--- src/rtl/eth_rx_cmd.sv ---
// Drains the Ethernet receive packet RAM and replays its config-write records
// onto a valid/ready configuration bus, then releases the receiver.
module eth_rx_cmd #(
    parameter logic [7:0] MAGIC       = 8'hA5,
    parameter logic [7:0] MAX_RECORDS = 8'd15
) (
    input  logic        clk,
    input  logic        reset_n,
    input  logic        eth_rx_ready,
    output logic        eth_rx_read,
    output logic [5:0]  ram_addr,
    input  logic [7:0]  ram_rdata,
    output logic [7:0]  cfg_addr,
    output logic [23:0] cfg_data,
    output logic        cfg_valid,
    input  logic        cfg_ready,
    output logic        busy,
    output logic [15:0] good_pkt_count,
    output logic [15:0] bad_pkt_count
);

    // state     | meaning
    // IDLE      | waiting for eth_rx_ready
    // HDR_MAGIC | fetching byte 0, must equal MAGIC
    // HDR_COUNT | fetching record count N
    // REC_ADDR  | fetching record address byte
    // REC_D2..0 | fetching record data bytes, MSB first
    // ISSUE     | cfg write pending until cfg_ready
    // ACCEPT    | bump good counter
    // REJECT    | bump bad counter
    // RELEASE   | one-cycle eth_rx_read pulse
    // DRAIN     | wait for eth_rx_ready low
    typedef enum logic [3:0] {
        IDLE, HDR_MAGIC, HDR_COUNT, REC_ADDR, REC_D2, REC_D1, REC_D0,
        ISSUE, ACCEPT, REJECT, RELEASE, DRAIN
    } state_t;

    state_t      state, state_d;
    logic        phase, phase_d;
    logic [5:0]  ram_addr_d;
    logic [7:0]  n_q, n_d;
    logic [7:0]  rec_idx, rec_idx_d;
    logic [7:0]  cfg_addr_d;
    logic [23:0] cfg_data_d;
    logic        cfg_valid_d;
    logic [15:0] good_d, bad_d;

    assign eth_rx_read = (state == RELEASE);
    assign busy        = (state != IDLE);

    always_ff @(posedge clk or negedge reset_n) begin
        if (!reset_n) begin
            state          <= IDLE;
            phase          <= 1'b0;
            ram_addr       <= '0;
            n_q            <= '0;
            rec_idx        <= '0;
            cfg_addr       <= '0;
            cfg_data       <= '0;
            cfg_valid      <= 1'b0;
            good_pkt_count <= '0;
            bad_pkt_count  <= '0;
        end else begin
            state          <= state_d;
            phase          <= phase_d;
            ram_addr       <= ram_addr_d;
            n_q            <= n_d;
            rec_idx        <= rec_idx_d;
            cfg_addr       <= cfg_addr_d;
            cfg_data       <= cfg_data_d;
            cfg_valid      <= cfg_valid_d;
            good_pkt_count <= good_d;
            bad_pkt_count  <= bad_d;
        end
    end

    // Fetch states spend one cycle waiting for RAM data (phase=0) and
    // capture on the second edge (phase=1).
    always_comb begin
        state_d     = state;
        phase_d     = phase;
        ram_addr_d  = ram_addr;
        n_d         = n_q;
        rec_idx_d   = rec_idx;
        cfg_addr_d  = cfg_addr;
        cfg_data_d  = cfg_data;
        cfg_valid_d = cfg_valid;
        good_d      = good_pkt_count;
        bad_d       = bad_pkt_count;

        unique case (state)
            IDLE: begin
                phase_d = 1'b0;
                if (eth_rx_ready) begin
                    ram_addr_d = 6'd0;
                    state_d    = HDR_MAGIC;
                end
            end
            HDR_MAGIC: begin
                phase_d = ~phase;
                if (phase) begin
                    if (ram_rdata != MAGIC) begin
                        state_d = REJECT;
                    end else begin
                        ram_addr_d = 6'd1;
                        state_d    = HDR_COUNT;
                    end
                end
            end
            HDR_COUNT: begin
                phase_d = ~phase;
                if (phase) begin
                    if (ram_rdata > MAX_RECORDS) begin
                        state_d = REJECT;
                    end else if (ram_rdata == 8'd0) begin
                        state_d = ACCEPT;
                    end else begin
                        n_d        = ram_rdata;
                        rec_idx_d  = 8'd0;
                        ram_addr_d = 6'd2;
                        state_d    = REC_ADDR;
                    end
                end
            end
            REC_ADDR: begin
                phase_d = ~phase;
                if (phase) begin
                    cfg_addr_d = ram_rdata;
                    ram_addr_d = ram_addr + 6'd1;
                    state_d    = REC_D2;
                end
            end
            REC_D2: begin
                phase_d = ~phase;
                if (phase) begin
                    cfg_data_d[23:16] = ram_rdata;
                    ram_addr_d        = ram_addr + 6'd1;
                    state_d           = REC_D1;
                end
            end
            REC_D1: begin
                phase_d = ~phase;
                if (phase) begin
                    cfg_data_d[15:8] = ram_rdata;
                    ram_addr_d       = ram_addr + 6'd1;
                    state_d          = REC_D0;
                end
            end
            REC_D0: begin
                phase_d = ~phase;
                // address is left on the last byte so it never passes 61
                if (phase) begin
                    cfg_data_d[7:0] = ram_rdata;
                    cfg_valid_d     = 1'b1;
                    state_d         = ISSUE;
                end
            end
            ISSUE: begin
                if (cfg_ready) begin
                    cfg_valid_d = 1'b0;
                    if (rec_idx == n_q - 8'd1) begin
                        state_d = ACCEPT;
                    end else begin
                        rec_idx_d  = rec_idx + 8'd1;
                        ram_addr_d = ram_addr + 6'd1;
                        state_d    = REC_ADDR;
                    end
                end
            end
            ACCEPT: begin
                if (good_pkt_count != 16'hFFFF) good_d = good_pkt_count + 16'd1;
                state_d = RELEASE;
            end
            REJECT: begin
                if (bad_pkt_count != 16'hFFFF) bad_d = bad_pkt_count + 16'd1;
                state_d = RELEASE;
            end
            RELEASE: state_d = DRAIN;
            DRAIN: begin
                if (!eth_rx_ready) state_d = IDLE;
            end
            default: state_d = IDLE;
        endcase
    end

endmodule

--- config.mk ---
export PLATFORM = sky130hd
export DESIGN_NAME = eth_rx_cmd
export DESIGN_NICKNAME = d
export VERILOG_FILES = /design/src/rtl/eth_rx_cmd.sv
export SDC_FILE = /design/constraint.sdc
export NUM_CORES = 1
export LEC_CHECK = 0
export BUFFER_PORTS_ARGS = -buffer_cell sky130_fd_sc_hd__buf_2
export CORE_ASPECT_RATIO = 1.4
export CORE_UTILIZATION = 50
export CTS_CLUSTER_DIAMETER = 200
export DETAILED_ROUTE_END_ITERATION = 8
export GPL_TIMING_DRIVEN = 0
export MAX_ROUTING_LAYER = met4
export PLACE_DENSITY = 0.82
export SLEW_MARGIN = 20
export SYNTH_ARGS = -nofsm -noshare
export SYNTH_HDL_FRONTEND = slang
export SYNTH_SLANG_ARGS = --single-unit
--- constraint.sdc ---
create_clock -name clk -period 2.5 [get_ports clk]
set_input_delay 0.375 -clock clk [delete_from_list [all_inputs] [get_ports clk]]
set_output_delay 0.375 -clock clk [all_outputs]
set_load 0.01 [all_outputs]
==> results.json <==
{
  "status": "finished clean",
  "port_buffers": 84,
  "io_pins": 85,
  "design.core.area_um2": 8708,
  "cts_tree": "done",
  "grt_pass1_wl_um": 17250,
  "ant_nets": 0,
  "rows": 40,
  "synth_largest_area_cell": "dfrtp_1",
  "yosysSeqAreaShare": 0.5061,
  "holdWs_ns": 0.3331,
  "synth_async_sr_flop_share": 1.000,
  "htreeDepth": 3,
  "n_antenna_cell": 0,
  "routedWlPerCell_um": 16.73,
  "critPathKind": "flip-flop to flip-flop",
  "worstSkewPairLatency_ns": 0.34,
  "hold_viol": 0,
  "wl_um": 10440,
  "ys_warn_count": 0,
  "synthCells": 411,
  "gp_congestion": 0.8671,
  "cts_buffers": 9,
  "startpoint_type": "flip-flop",
  "die_w_um": 82.62,
  "rsz0062_at_grt": "true",
  "fin_skew_ns": 0.005486,
  "maxSlewViolCount": 0,
  "gr-usage-all-layers": 0.2478,
  "critical_path.max_fanout": 4,
  "synth_commonest_cells": "dfrtp_1, mux2_2, nand2_1",
  "path_clk_slew_ns": 0.06,
  "final_util": 0.6394,
  "cts_root_buffer": "clkbuf_16",
  "slew_headroom": 0.3279,
  "yosysMostFrequentCell": "dfrtp_1",
  "nNetsFinal": 533,
  "ys_seq_elements": 92,
  "drive_above_1_share": 0.3487,
  "synthesis.area_um2": 4549,
  "period_share": 0.9992,
  "peakVddDrop_v": 0.0008561,
  "vias_per_cell": 5.837,
  "grt_pass1_vias": 3570,
  "netlist.area_leader.share": 0.5061,
  "grt_start_max_net_pins": 70,
  "antenna_found_initial": 0,
  "setup_viol": 0,
  "power_density_nw_per_um2": 1079,
  "synth.distinct_cells": 60,
  "num_vias": 3642,
  "fp.dieH_um": 114.9,
  "syn-num-nets": 428,
  "end_kind": "flip-flop",
  "synth-edff-count": 0,
  "hold_class": "input pin to flip-flop",
  "initial_core_util": 0.5224,
  "postSynthAreaPerCell_um2": 11.07,
  "drc": 0,
  "min_period_ns": 2.498,
  "clock.fmax_mhz": 400.3,
  "required_ns": 2.73,
  "grt.overflow.total": 0,
  "hpwl_um": 7324,
  "cp.arrival_ns": 2.72,
  "dr.pass1.iters": 5,
  "dr.first_iter.drc_count": 117,
  "p_leak_nw": 2.742,
  "synth.area.top_cells": "dfrtp_1, mux2_2, xnor2_1",
  "dieArea_um2": 9489,
  "cts_max_path_buffers": 2,
  "area_growth_pct": 22.39,
  "synth-main-ff-cell": "dfrtp_1",
  "clock-sinks": 92,
  "maxCapViolCount": 0,
  "tightest_slew_ns": 1.005
}
==> sequential cells by signal (all words and copies together), names as in the netlist, 4 cells and up <==
signal	count
rec_idx	8
good_pkt_count	16
cfg_data	24
cfg_addr	8
state	4
ram_addr	6
n_q	8
bad_pkt_count	16
==> cells in the final DEF, fill, tap and decap left out, types with 15 or more instances in the layout <==
cell type	count
buf_2	86
dfrtp_1	91
mux2_2	39
nand2_1	28
nand3_1	23
nor2_1	21
xnor2_1	23
xor2_1	15
==> final timing paths <==
check                        startpoint     endpoint  slack [ns]  cells past startpoint
setup / recovery                 n_q[0]  ram_addr[1]       0.002                     10
hold / removal             eth_rx_ready     state[3]        0.33                      3
setup reg to reg                 n_q[0]  ram_addr[1]       0.002                     10
hold reg to reg               cfg_valid    cfg_valid        0.48                      1
max in group asynchronous       reset_n  cfg_addr[4]        1.45                      3
min in group asynchronous       reset_n       n_q[4]        0.46                      2
==> cell families (layout without fill, tap and decap cells) <==
kind of cell	Yosys count	in the layout	share of synthesized area
flip-flops	92	92	0.5061
AO/OA/AOI/OAI	58	58	0.08746
multiplexers	44	44	0.1097
adder cells (fa/ha/maj)	5	5	0.01375
buffers and inverters	24	132	0.02228
AND/OR/NAND/NOR	150	150	0.1876
XOR/XNOR	38	38	0.07316
==> final cells by class <==
type                            count  area, µm²
Clock buffer                        9      225.2
Buffer                              9      47.55
Sequential cell                    92       2303
Multi-Input combinational cell    295       2211
Clock inverter                      5      53.80
Fill cell                         729       3141
Inverter                           14      56.30
Timing Repair Buffer               95      539.3
Tap cell                          105      131.4
==> worst max-delay path, cell delays in order, from the launching register on <==
cell and delay [ns]:
dfrtp_2 0.40, inv_2 0.08, ha_4 0.14, or3b_4 0.39, buf_6 0.13, nand2_2 0.05
nand4b_1 0.23, nor4_4 0.39, or2_1 0.16, buf_6 0.11, mux2_4 0.29
==> through the flow <==
stage	area (µm²)	TNS [ns]	setup slack, ns	total power, mW	std cells
after CTS	5498	-0.02317	-0.01422	5.912	624
after detailed placement	5135	-2.282	-0.3060	4.509	601
after floorplan	4549	0	0.005662	3.760	411
after global routing	5568	-0.2304	-0.05091	6.360	624
after global placement	5101	-0.9166	-0.1945	4.406	600
final	5568	0	0.001939	6.008	624
==> routing by layer <==
layer,routed length [µm],share of wire,vias to the layer above,global-route usage
met5,0,0,-,-
met4,280,0.027,0,0.1138
met3,463,0.044,25,0.03810
met2,5327,0.51,112,0.3862
met1,4366,0.42,1811,0.3160
li1,-,-,1694,-
==> what timing repair did <==
action / 4_1_cts / 5_1_grt
endpoints found under the hold margin: 23 / 0
setup buffers: 8 / 1
resized for setup: 5 / 21
setup endpoints to repair: 16 / 23
hold buffers: 1 / 0
pin swaps: 4 / 11
==> power by group <==
group          leakage, nW  internal [mW]  switching, mW  total (mW)
Sequential            1.20           1.91          0.357        2.27
Combinational         1.40           1.13           1.29        2.42
Clock                0.141          0.761          0.555        1.32
Total                 2.74           3.80           2.20        6.01
Note: power is estimated with default switching activity, not from simulation.
